$ cat src/rtl/fp_div_ctrl.sv
// fp_div_ctrl: multi-cycle binary32 divider controller with special-operand screening and restoring mantissa divide
module fp_div_ctrl (
    input  logic        clk,
    input  logic        rst,
    input  logic        in_valid,
    output logic        in_ready,
    input  logic [31:0] a,
    input  logic [31:0] b,
    output logic        out_valid,
    input  logic        out_ready,
    output logic [31:0] result,
    output logic        div_by_zero,
    output logic        invalid,
    output logic        busy
);
    typedef enum logic [2:0] {IDLE, CHECK, DIVIDE, NORM, DONE} state_t;

    state_t             r_state;
    state_t             w_next;
    logic        [31:0] r_a;
    logic        [31:0] r_b;
    logic               r_cls_valid;
    logic               r_a_nan;
    logic               r_a_inf;
    logic               r_a_zero;
    logic               r_b_nan;
    logic               r_b_inf;
    logic               r_b_zero;
    logic        [24:0] r_rem;
    logic        [24:0] r_q;
    logic        [23:0] r_mb;
    logic signed [9:0]  r_exp;
    logic        [4:0]  r_cnt;
    logic        [31:0] r_result;
    logic               r_dbz;
    logic               r_inv;

    logic               w_sign;
    logic               w_inv_case;
    logic               w_dbz_case;
    logic               w_special;
    logic        [31:0] w_sp_result;
    logic               w_rem_ge;
    logic        [23:0] w_rem_sub;
    logic signed [9:0]  w_norm_exp;
    logic        [22:0] w_frac;
    logic        [31:0] w_norm_result;

    assign w_sign      = r_a[31] ^ r_b[31];
    assign w_inv_case  = r_a_nan | r_b_nan | (r_a_zero & r_b_zero) | (r_a_inf & r_b_inf);
    assign w_dbz_case  = !w_inv_case & r_b_zero & !r_a_inf;
    assign w_special   = w_inv_case | r_a_inf | r_b_inf | r_a_zero | r_b_zero;
    assign w_sp_result = w_inv_case ? 32'h7FC0_0000 :
                         (r_a_inf | r_b_zero) ? {w_sign, 8'hFF, 23'd0} : {w_sign, 31'd0};

    assign w_rem_ge  = r_rem >= {1'b0, r_mb};
    assign w_rem_sub = w_rem_ge ? 24'(r_rem - {1'b0, r_mb}) : r_rem[23:0];

    assign w_norm_exp    = r_exp + (r_q[24] ? 10'sd127 : 10'sd126);
    assign w_frac        = r_q[24] ? r_q[23:1] : r_q[22:0];
    assign w_norm_result = (w_norm_exp >= 10'sd255) ? {w_sign, 8'hFF, 23'd0} :
                           (w_norm_exp <= 10'sd0)   ? {w_sign, 31'd0} :
                           {w_sign, w_norm_exp[7:0], w_frac};

    assign in_ready    = r_state == IDLE;
    assign busy        = r_state != IDLE;
    assign out_valid   = r_state == DONE;
    assign result      = r_result;
    assign div_by_zero = r_dbz;
    assign invalid     = r_inv;

    // State register; reset drops any operation in flight
    always_ff @(posedge clk or posedge rst) begin
        if (rst) r_state <= IDLE;
        else     r_state <= w_next;
    end

    // Next-state sequencing; CHECK spends one cycle classifying and one deciding
    always_comb begin
        w_next = r_state;
        case (r_state)
            IDLE:    w_next = in_valid ? CHECK : IDLE;
            CHECK:   w_next = !r_cls_valid ? CHECK : (w_special ? DONE : DIVIDE);
            DIVIDE:  w_next = (r_cnt == 5'd0) ? NORM : DIVIDE;
            NORM:    w_next = DONE;
            DONE:    w_next = out_ready ? IDLE : DONE;
            default: w_next = IDLE;
        endcase
    end

    // Operand capture, classification, divide datapath and result/flag registers
    always_ff @(posedge clk or posedge rst) begin
        if (rst) begin
            r_a         <= '0;
            r_b         <= '0;
            r_cls_valid <= 1'b0;
            r_a_nan     <= 1'b0;
            r_a_inf     <= 1'b0;
            r_a_zero    <= 1'b0;
            r_b_nan     <= 1'b0;
            r_b_inf     <= 1'b0;
            r_b_zero    <= 1'b0;
            r_rem       <= '0;
            r_q         <= '0;
            r_mb        <= '0;
            r_exp       <= '0;
            r_cnt       <= '0;
            r_result    <= '0;
            r_dbz       <= 1'b0;
            r_inv       <= 1'b0;
        end else begin
            case (r_state)
                IDLE: begin
                    if (in_valid) begin
                        r_a         <= a;
                        r_b         <= b;
                        r_cls_valid <= 1'b0;
                    end
                end
                CHECK: begin
                    if (!r_cls_valid) begin
                        r_cls_valid <= 1'b1;
                        r_a_nan     <= (r_a[30:23] == 8'hFF) && (r_a[22:0] != 23'd0);
                        r_a_inf     <= (r_a[30:23] == 8'hFF) && (r_a[22:0] == 23'd0);
                        r_a_zero    <= r_a[30:23] == 8'h00;
                        r_b_nan     <= (r_b[30:23] == 8'hFF) && (r_b[22:0] != 23'd0);
                        r_b_inf     <= (r_b[30:23] == 8'hFF) && (r_b[22:0] == 23'd0);
                        r_b_zero    <= r_b[30:23] == 8'h00;
                    end else if (w_special) begin
                        r_result <= w_sp_result;
                        r_dbz    <= w_dbz_case;
                        r_inv    <= w_inv_case;
                    end else begin
                        r_dbz <= 1'b0;
                        r_inv <= 1'b0;
                        r_rem <= {2'b01, r_a[22:0]};
                        r_mb  <= {1'b1, r_b[22:0]};
                        r_q   <= '0;
                        r_exp <= {2'b00, r_a[30:23]} - {2'b00, r_b[30:23]};
                        r_cnt <= 5'd24;
                    end
                end
                DIVIDE: begin
                    r_q   <= {r_q[23:0], w_rem_ge};
                    r_rem <= {w_rem_sub, 1'b0};
                    r_cnt <= r_cnt - 5'd1;
                end
                NORM: r_result <= w_norm_result;
                default: ;
            endcase
        end
    end
endmodule

$ cat config.mk
export PLATFORM = sky130hd
export DESIGN_NAME = fp_div_ctrl
export DESIGN_NICKNAME = d
export VERILOG_FILES = /design/src/rtl/fp_div_ctrl.sv
export SDC_FILE = /design/constraint.sdc
export NUM_CORES = 1
export LEC_CHECK = 0
export BUFFER_PORTS_ARGS = -buffer_cell sky130_fd_sc_hd__buf_2
export CORE_MARGIN = 2
export CORE_UTILIZATION = 35
export CTS_CLUSTER_DIAMETER = 60
export DETAILED_ROUTE_END_ITERATION = 6
export SYNTH_ARGS = -nofsm -noshare
export SYNTH_HDL_FRONTEND = slang
export SYNTH_SLANG_ARGS = --single-unit
$ cat constraint.sdc
create_clock -name clk -period 10.3 [get_ports clk]
set_input_delay 2.06 -clock clk [delete_from_list [all_inputs] [get_ports clk]]
set_output_delay 2.06 -clock clk [all_outputs]
set_load 0.01 [all_outputs]
==> results.tsv, run 1 <==
metric	value	unit
main flop type after synthesis	dfrtp_1	
Seq/Total Area, Yosys	49.3	%
via density per instance	5.08	
Synth async-reset ratio	100	%
CTS hold repair buffers	0	
Pins Over Slew Limit	0	
Inst Count DP	1434	
critical path's largest stage delay	0.47	ns
Post-Syn Nets	1096	
delay-heaviest family, CP	flip-flops	
Post-Synth Simple-Gate Area	13.2	%
total number of vias	7442	
CTS tree	done	
clk sinks	196	
clk_lat worst skew	0.44	ns
post-route setup TNS	0	ns
fraction of layout cells with a size suffix above 1	20.1	%
MaxCap Viol Count	0	
Adder-Cell Fraction of Synth Area	4.93	%
max_slew headroom	27.0	%
metal2 WL	10700	µm
initial antenna violation count	0	
# setup viols final	0	
port bufs	104	
mux cell area share after synthesis	9.98	%
pre-CTS WS	6.46	ns
dpl hpwl	16200	µm
core area	27900	µm²
Hold Vio Cnt, Final	0	
Hold Crit Class	reg2reg	
Avg Inst Size Synth	10.0	µm²
initial core utilization	35.7	%
IO Count	105	
post-synthesis compound-gate area fraction	15.6	%
Total Wirelength	23000	µm
unrepaired setup endpoints after global routing	false	
Worst setup SP type	flop	
Seq cells post-synth	196	
Nets	1181	
Leak	5.07	nW
VDD IR max	0.141	mV
CTS root buf	clkbuf_16	
clock skew	0.0150	ns
First DRT Iteration DRCs	550	
Area growth syn-to-layout	15.4	%
Post-CTS Setup Inserts	0	
Total Routing Usage GR	16.0	%
Unique masters post-synth	65	
M1 WL	11000	µm
vias in the first global route	7486	
GP Congestion	0.844	
height of the die	173	µm
Die Area	29800	µm²
top sig layer	met4	
DRC Markers	0	
first-pass GRT wire length	39100	µm
crit path max fanout	9	
final worst path period share	35.1	%
status	completed	
Crit path required time	8.24	ns
antenna diode count	0	
EDFF count, synth	0	
Synth Area in XOR/XNOR	3.16	%
Rows	61	
fin worst setup slack	6.69	ns
PwrDens	346	nW/µm²
FMAX	0.277	GHz
CTS Buffer Depth	2	
DR pass1 iterations	4	
CTS buffer count	17	
largest family of logic cells by synthesized area	compound AO/OA/AOI/OAI gates	
Critical Path Start	r_state[2]$_DFF_PP0_	
largest net degree at the start of global routing	128	
Hold WS	0.456	ns
worst r2r src	r_rem[2]$_DFFE_PP0P_	
Mapped Cells	990	
Tmin final	3.61	ns
htree depth	4	
clk slew on worst S/H paths	0.08	ns
Synth Cell Area	9940	µm²
GRT overflow	0	
Die Span X	173	µm
CP max-delay cell	dfrtp_1	
critical path endpoint category	output pin	
critical path, cell by cell	nor3_1, inv_1, buf_2	
Worst Max-Slew Pin Slew	1.09	ns
FILL cells	2721	
post-route non-filler standard cell count	1466	
routed len/inst	15.7	µm
Routed Antenna Nets	0	
# resized after CTS	0	
Setup CP Type	reg2out	
synth warn	0	
WP buf/inv	2	
hold path startpoint	r_mb[23]$_DFFE_PP0P_	
Detail Route met3 WL	945	µm
Worst EP arrival	1.55	ns
## flip-flops by register name, indices dropped and copies added (netlist names), 3 cells and up
name / count
r_state: 3
r_mb: 24
r_b: 32
r_cnt: 5
r_rem: 25
r_a: 32
r_exp: 9
result: 32
r_q: 25
## layer usage
layer  GRT usage, %  vias up
met5              0        -
met3           3.06       20
met4           3.85        0
li1               -     3679
met1           22.5     3606
met2           25.5      137
## layout by cell type, fill, tap and decap left out, types with 3 or more instances in the layout
cell type  instances
inv_12             3
clkbuf_16         17
o21ai_0          103
nor2_1            25
xor2_1            11
nand3b_1           4
dfrtp_1          196
a22oi_1           14
and3_1             7
a21o_1            10
o21bai_1           5
o21ai_1           27
clkinv_8           5
xnor2_1           23
buf_4              8
nand2_1          155
inv_8              5
a22o_1            10
nor4_1            16
or3_1              5
a21oi_1           36
nand4_1            9
o31ai_1            6
mux2i_1           35
nor2b_1            8
nand2b_1           6
ha_1              36
a211o_1            3
o21a_1             5
o31a_1             4
a31oi_1           12
mux2_2            57
nand3_1           17
buf_2            104
nor3_1            13
inv_1             46
o211ai_1           4
## stage by stage
step	instance area (µm²)	util [%]	power, mW
2_1_floorplan	9940	-	2.80
3_3_place_gp	10800	38.8	3.23
3_5_place_dp	10800	38.8	3.27
4_1_cts	11500	41.2	3.99
5_1_grt	11500	41.2	4.32
6_report	11500	41.2	3.97
## worst reg2reg max path, stage by stage (launching register included)
cell and delay [ns]:
dfrtp_1 0.41, ha_1 0.37, nor2_1 0.07, a211oi_2 0.26, nor4b_2 0.11, o21ai_2 0.20
nand2_2 0.15, o31ai_4 0.93, nand2_1 0.48, o21ai_0 0.30
## logic make-up (layout without fill, tap and decap cells)
| family | after synthesis | in the layout |
|---|---|---|
| buffers and inverters | 93 | 191 |
| flip-flops | 196 | 196 |
| multiplexers | 92 | 92 |
| adder cells (fa/ha/maj) | 38 | 38 |
| XOR/XNOR | 35 | 35 |
| AO/OA/AOI/OAI | 256 | 256 |
| AND/OR/NAND/NOR | 280 | 280 |
## power by group
part,leakage (nW),switching (mW),internal [mW]
registers,2.48,0.256,1.06
logic,2.28,1.08,0.857
clock network,0.309,0.353,0.361
total,5.07,1.69,2.28
## synthesized netlist by cell type, types with 4 or more instances
master / instances / area, µm²
o21a_1: 5 / 37.5
a21o_1: 10 / 75.1
buf_2: 8 / 40.0
nand3b_1: 4 / 30.0
clkbuf_1: 32 / 120
nand3_1: 17 / 85.1
o31ai_1: 6 / 45.0
dfrtp_1: 196 / 4900
o21ai_0: 103 / 515
xnor2_1: 23 / 201
nand4_1: 9 / 56.3
nand2b_1: 6 / 37.5
nor3_1: 13 / 65.1
a21oi_1: 37 / 185
o211ai_1: 4 / 30.0
nor4_1: 16 / 100
inv_1: 47 / 176
o21bai_1: 5 / 37.5
and3_1: 7 / 43.8
o21ai_1: 27 / 135
a22oi_1: 14 / 105
mux2i_1: 35 / 350
xor2_1: 11 / 96.3
nor2_1: 26 / 97.6
or3_1: 5 / 31.3
o31a_1: 4 / 35.0
ha_1: 36 / 450
nand2_1: 155 / 582
a22o_1: 10 / 87.6
nor2b_1: 8 / 50.1
mux2_2: 57 / 642
a31oi_1: 12 / 75.1
## final timing paths
| check | end | slack, ns | cells after the start |
|---|---|---|---|
| max | busy | 6.69 | 3 |
| min | r_mb[23]$_DFFE_PP0P_ | 0.46 | 2 |
| max reg2reg | r_rem[14]$_DFFE_PP0P_ | 6.93 | 9 |
| min reg2reg | r_mb[23]$_DFFE_PP0P_ | 0.46 | 2 |
| max in group asynchronous | result[0]$_DFFE_PP0P_ | 7.04 | 3 |
| min in group asynchronous | r_b[2]$_DFFE_PP0P_ | 1.78 | 2 |
## final cells by class
| type | instances | area (µm²) | share of cell area (%) |
|---|---|---|---|
| well taps | 378 | 473 | 4.12 |
| repair buffers | 112 | 581 | 5.06 |
| inverters | 47 | 184 | 1.60 |
| clock inverters | 15 | 221 | 1.93 |
| multi-input cells | 701 | 4680 | 40.8 |
| clock buffers | 17 | 425 | 3.71 |
| flip-flops and latches | 196 | 4900 | 42.8 |
Note: power is estimated with default switching activity, not from simulation.
==> run 2: changes to the inputs <==
==> constraint.sdc (replaced) <==
create_clock -name clk -period 2.92 [get_ports clk]
set_input_delay 0.584 -clock clk [delete_from_list [all_inputs] [get_ports clk]]
set_output_delay 0.584 -clock clk [all_outputs]
set_load 0.01 [all_outputs]
==> results.tsv, run 2 (synthesis results as in run 1) <==
metric	value	unit	change
total number of vias	7564		+1.6%
CTS root buf	clkbuf_16		
Setup CP Type	reg2reg		
Crit path required time	3.22	ns	-5.02 ns
Hold WS	0.191	ns	-0.265 ns
Hold Vio Cnt, Final	0		unchanged
First DRT Iteration DRCs	526		-4.4%
DR pass1 iterations	5		+1
via density per instance	5.10		+0.54%
unrepaired setup endpoints after global routing	false		
Layout Utilization	41.7	%	+0.54 points
FILL cells	2755		+1.2%
CTS buffer count	17		unchanged
port bufs	104		unchanged
Inst Count DP	1447		+0.91%
CTS tree	done		
Pins Over Slew Limit	0		unchanged
Hold Crit Class	in2async		
Leak	5.16	nW	+1.7%
clock skew	0.0118	ns	-0.00325 ns
clk slew on worst S/H paths	0.08	ns	about the same
fraction of layout cells with a size suffix above 1	21.3	%	+1.2 points
Tmin final	2.78	ns	
MaxCap Viol Count	0		unchanged
final worst path period share	95.2	%	
CTS Buffer Depth	2		unchanged
area of the multi-input gates	4680	µm²	unchanged
antenna diode count	0		unchanged
GP Congestion	0.939		+11%
routed len/inst	16.1	µm	+2.6%
vias in the first global route	7593		+1.4%
critical path endpoint category	flop		
worst r2r src	r_rem[8]$_DFFE_PP0P_		
post-route setup TNS	0	ns	unchanged
first-pass GRT wire length	39900	µm	+2.0%
initial antenna violation count	0		unchanged
Total Routing Usage GR	16.4	%	+0.44 points
commonest non-fill, non-tap cells in the layout	dfrtp_1 (196), nand2_1 (155), buf_2 (104)		
Total Wirelength	23800	µm	+3.7%
Worst EP arrival	3.08	ns	+1.53 ns
IO Count	105		unchanged
height of the die	173	µm	unchanged
PwrDens	1230	nW/µm²	+250%
htree depth	4		unchanged
VDD IR max	0.481	mV	+240%
post-route non-filler standard cell count	1482		+1.1%
Routed Antenna Nets	0		unchanged
Critical Path Start	r_rem[8]$_DFFE_PP0P_		
largest net degree at the start of global routing	83		-35%
max_slew headroom	63.2	%	+36 points
crit path max fanout	7		-2
core area	27900	µm²	unchanged
Die Area	29800	µm²	unchanged
register area	4900	µm²	unchanged
Area growth syn-to-layout	16.9	%	
GRT overflow	0		unchanged
dpl hpwl	17100	µm	+5.4%
clk sinks	196		unchanged
Overall Power	14.2	mW	+260%
initial core utilization	35.7	%	unchanged
Rows	61		unchanged
FMAX	0.360	GHz	
most common cell after layout, fill and taps aside	dfrtp_1		
clk_lat worst skew	0.44	ns	about the same
Worst Max-Slew Pin Slew	0.547	ns	-0.547 ns
Worst setup SP type	flop		
# setup viols final	0		unchanged
DRC Markers	0		unchanged
status	completed		
Die Span X	173	µm	unchanged
Nets	1197		+1.4%
## run 2: final timing paths
kind | to | slack [ns] | cells after the start
min in group clk | r_b[26]$_DFFE_PP0P_ | 0.35 | 3
setup reg to reg | r_rem[7]$_DFFE_PP0P_ | 0.14 | 10
hold reg to reg | r_mb[23]$_DFFE_PP0P_ | 0.46 | 2
max in group asynchronous | r_q[13]$_DFFE_PP0P_ | 1.91 | 3
setup / recovery | r_rem[7]$_DFFE_PP0P_ | 0.14 | 10
hold / removal | r_b[0]$_DFFE_PP0P_ | 0.19 | 2
## run 2: worst max-delay path: stages (launching register included)
cell     delay [ns]
dfrtp_1        0.40
ha_1           0.42
nand4_1        0.14
nor4_1         0.50
a21oi_1        0.15
o221a_2        0.29
o31ai_4        0.09
buf_4          0.21
buf_4          0.16
mux2i_1        0.19
o21ai_0        0.08
## run 2: repair_timing
| item | CTS | global route |
|---|---|---|
| buffers inserted | 0 | 3 |
| gates resized for setup | 0 | 1 |
| hold buffers | 0 | 0 |
| setup endpoints to repair | 0 | 18 |
## run 2: area by class of cell
type	count	area share (%)
clock buffers	17	3.66
clock inverters	15	1.77
inverters	47	1.55
multi-input cells	701	40.3
flip-flops and latches	196	42.2
well taps	378	4.07
repair buffers	128	6.46
## run 2: per-stage QoR
stage               setup slack [ns]  area (µm²)
global route                  0.0211       11600
detailed placement            0.0930       11000
floorplan                     -0.196        9940
CTS                           0.0759       11600
global placement               0.178       11000
finish                         0.142       11600
## run 2: report_power, final
group	internal, mW	leakage, nW	switching [mW]
Combinational	3.21	2.37	3.89
Sequential	3.74	2.48	0.926
Clock	1.25	0.305	1.22
## run 2: routing by layer
layer  global-route usage (%)  wire length, µm
met1                     23.0            11500
met2                     26.3            11000
met3                     2.62             1010
met4                     5.06              313
met5                        0                0
==> run 3: changes to the inputs <==
--- a/config.mk
+++ b/config.mk
@@ -7,9 +7,10 @@
 export LEC_CHECK = 0
 export BUFFER_PORTS_ARGS = -buffer_cell sky130_fd_sc_hd__buf_2
 export CORE_MARGIN = 2
-export CORE_UTILIZATION = 35
+export CORE_UTILIZATION = 54
 export CTS_CLUSTER_DIAMETER = 60
 export DETAILED_ROUTE_END_ITERATION = 6
+export PLACE_DENSITY = 0.77
 export SYNTH_ARGS = -nofsm -noshare
 export SYNTH_HDL_FRONTEND = slang
 export SYNTH_SLANG_ARGS = --single-unit
==> results.tsv, run 3 (synthesis results as in run 1) <==
metric	value	unit	change
met3 Usage GRT	4.71	%	+2.1 points
Clk pwr share	16.7	%	-0.7 points
CTS root buf	clkbuf_16		
GP Congestion	0.936		-0.35%
sw frac	41.8	%	-0.56 points
initial antenna violation count	0		unchanged
# setup viols final	0		unchanged
antenna diode count	0		unchanged
commonest non-fill, non-tap cells in the layout	dfrtp_1 (196), nand2_1 (155), buf_2 (104)		
M1 GR Usage	32.8	%	+9.9 points
Hold WS	0.251	ns	+0.0601 ns
Setup CP Type	reg2reg		
final worst path period share	91.6	%	-3.6 points
crit path max fanout	3		-4
CTS hold repair buffers	0		unchanged
IO Count	105		unchanged
GRT overflow	0		unchanged
area of the multi-input gates	4690	µm²	+0.16%
initial core utilization	55.2	%	+19 points
Placed Area	10800	µm²	-1.5%
post-route non-filler standard cell count	1329		-10%
PwrDens	1230	nW/µm²	+0.23%
max_slew headroom	53.5	%	-9.7 points
largest net degree at the start of global routing	66		-20%
CTS tree	done		
Setup crit end	r_rem[23]$_DFFE_PP0P_		
Die Area	19500	µm²	-34%
net switching power of the design	5.86	mW	-3.0%
DR pass1 iterations	5		unchanged
Die Span X	140	µm	-19%
core area	18000	µm²	-35%
CTS Buffer Depth	2		unchanged
Total Routing Usage GR	23.6	%	+7.1 points
port bufs	104		unchanged
Worst setup SP type	flop		
FMAX	0.374	GHz	+3.9%
Routed Antenna Nets	0		unchanged
via density per instance	5.73		+12%
CTS buffer count	17		unchanged
Critical Path Start	r_rem[0]$_DFFE_PP0P_		
design area	11400	µm²	-1.9%
critical path endpoint category	flop		
register share of total power	33.1	%	+0.3 points
clk_lat worst skew	0.44	ns	about the same
clk sinks	196		unchanged
worst reg-to-reg setup slack	0.25	ns	+0.10 ns
status	completed		
fraction of layout cells with a size suffix above 1	21.0	%	-0.29 points
unrepaired setup endpoints after global routing	false		
MaxCap Viol Count	0		unchanged
Crit path required time	3.22	ns	about the same
height of the die	140	µm	-19%
Total Wirelength	22000	µm	-7.8%
Hold Crit Class	in2async		
Pins Over Slew Limit	0		unchanged
Nets	1193		-0.33%
grt peak-use layer	met2		
htree depth	4		unchanged
r2r endpoint	r_rem[23]$_DFFE_PP0P_		
dpl hpwl	15700	µm	-8.3%
Inst Count DP	1297		-10%
DRC Markers	0		unchanged
routed len/inst	16.5	µm	+2.8%
Leak	5.12	nW	-0.70%
Worst R2R Path Depth	11		+1
FILL cells	1473		-47%
First DRT Iteration DRCs	599		+14%
Hold Vio Cnt, Final	0		unchanged
clk slew on worst S/H paths	0.08	ns	about the same
most common cell after layout, fill and taps aside	dfrtp_1		
Worst Max-Slew Pin Slew	0.696	ns	+0.149 ns
total number of vias	7611		+0.62%
Tmin final	2.67	ns	-0.104 ns
register area	4900	µm²	unchanged
VDD IR max	0.659	mV	+37%
vias in the first global route	7373		-2.9%
Area growth syn-to-layout	14.7	%	
Comb pwr share	50.2	%	+0.4 points
Worst EP arrival	2.97	ns	-0.11 ns
Internal Power	8.15	mW	-0.71%
GRT met2 Usage	37.5	%	+11 points
Rows	49		-20%
clock skew	0.0119	ns	+0.000125 ns
worst r2r src	r_rem[0]$_DFFE_PP0P_		
first-pass GRT wire length	37300	µm	-6.4%
run 3: cell count changes in the layout (fill, tap and decap cells not counted), sizes merged:
cell      change
buf           -4
clkinvlp      +3
inv           -3
run 3: worst min path at each step:
| stage | endpoint | slack [ns] | cells past startpoint |
|---|---|---|---|
| floorplan | r_mb[23]$_DFFE_PP0P_ | 0.42 | 2 |
| global placement | r_mb[23]$_DFFE_PP0P_ | 0.43 | 2 |
| detailed placement | r_mb[23]$_DFFE_PP0P_ | 0.44 | 2 |
| CTS | r_rem[3]$_DFFE_PP0P_ | 0.26 | 2 |
| global route | r_rem[3]$_DFFE_PP0P_ | 0.28 | 2 |
| finish | r_rem[3]$_DFFE_PP0P_ | 0.25 | 2 |
run 3: timing repair:
action | CTS | global route
endpoints found under the setup margin | 0 | 2
buffers inserted | 0 | 0
gates resized for setup | 0 | 2
run 3: area by class of cell:
cell class	count	area share (%)
inverter	47	1.58
sequential	196	43.0
multi-input combinational	701	41.1
timing repair buffer	124	6.54
clock buffer	17	3.73
tap	229	2.51
clock inverter	15	1.49
run 3: power groups by stage:
stage | clock (mW) | combinational (mW) | sequential (mW)
after global routing | 2.49 | 7.87 | 4.77
after global placement | 0 | 6.80 | 4.64
after floorplan | 0 | 5.47 | 4.40
final | 2.34 | 7.04 | 4.63
after detailed placement | 0 | 6.95 | 4.67
after CTS | 2.37 | 7.01 | 4.62
run 3: per-layer routing:
metal	wire length, µm	part of all wire [%]
met1	10000	46
met5	0	0
met2	10300	47
met4	435	2.0
met3	1200	5.4
run 3: critical path: stages, from the launching register on:
cell	delay [ns]
dfrtp_1	0.33
inv_1	0.06
ha_1	0.21
fa_1	0.42
nor2b_1	0.16
o31a_1	0.18
o311ai_1	0.16
a21boi_1	0.24
o21ai_1	0.13
a221oi_1	0.37
xnor2_1	0.17
a31oi_1	0.10
run 3: stage by stage:
| stage | utilization, % | TNS, ns | power [mW] | setup slack (ns) |
|---|---|---|---|---|
| after floorplan | - | -38.49 | 9.88 | -0.196 |
| final | 63.2 | 0 | 14.0 | 0.246 |
| after detailed placement | 59.9 | 0 | 11.6 | 0.193 |
| after global placement | 59.9 | 0 | 11.4 | 0.284 |
| after global routing | 63.2 | 0 | 15.1 | 0.0535 |
| after CTS | 63.2 | 0 | 14.0 | 0.177 |
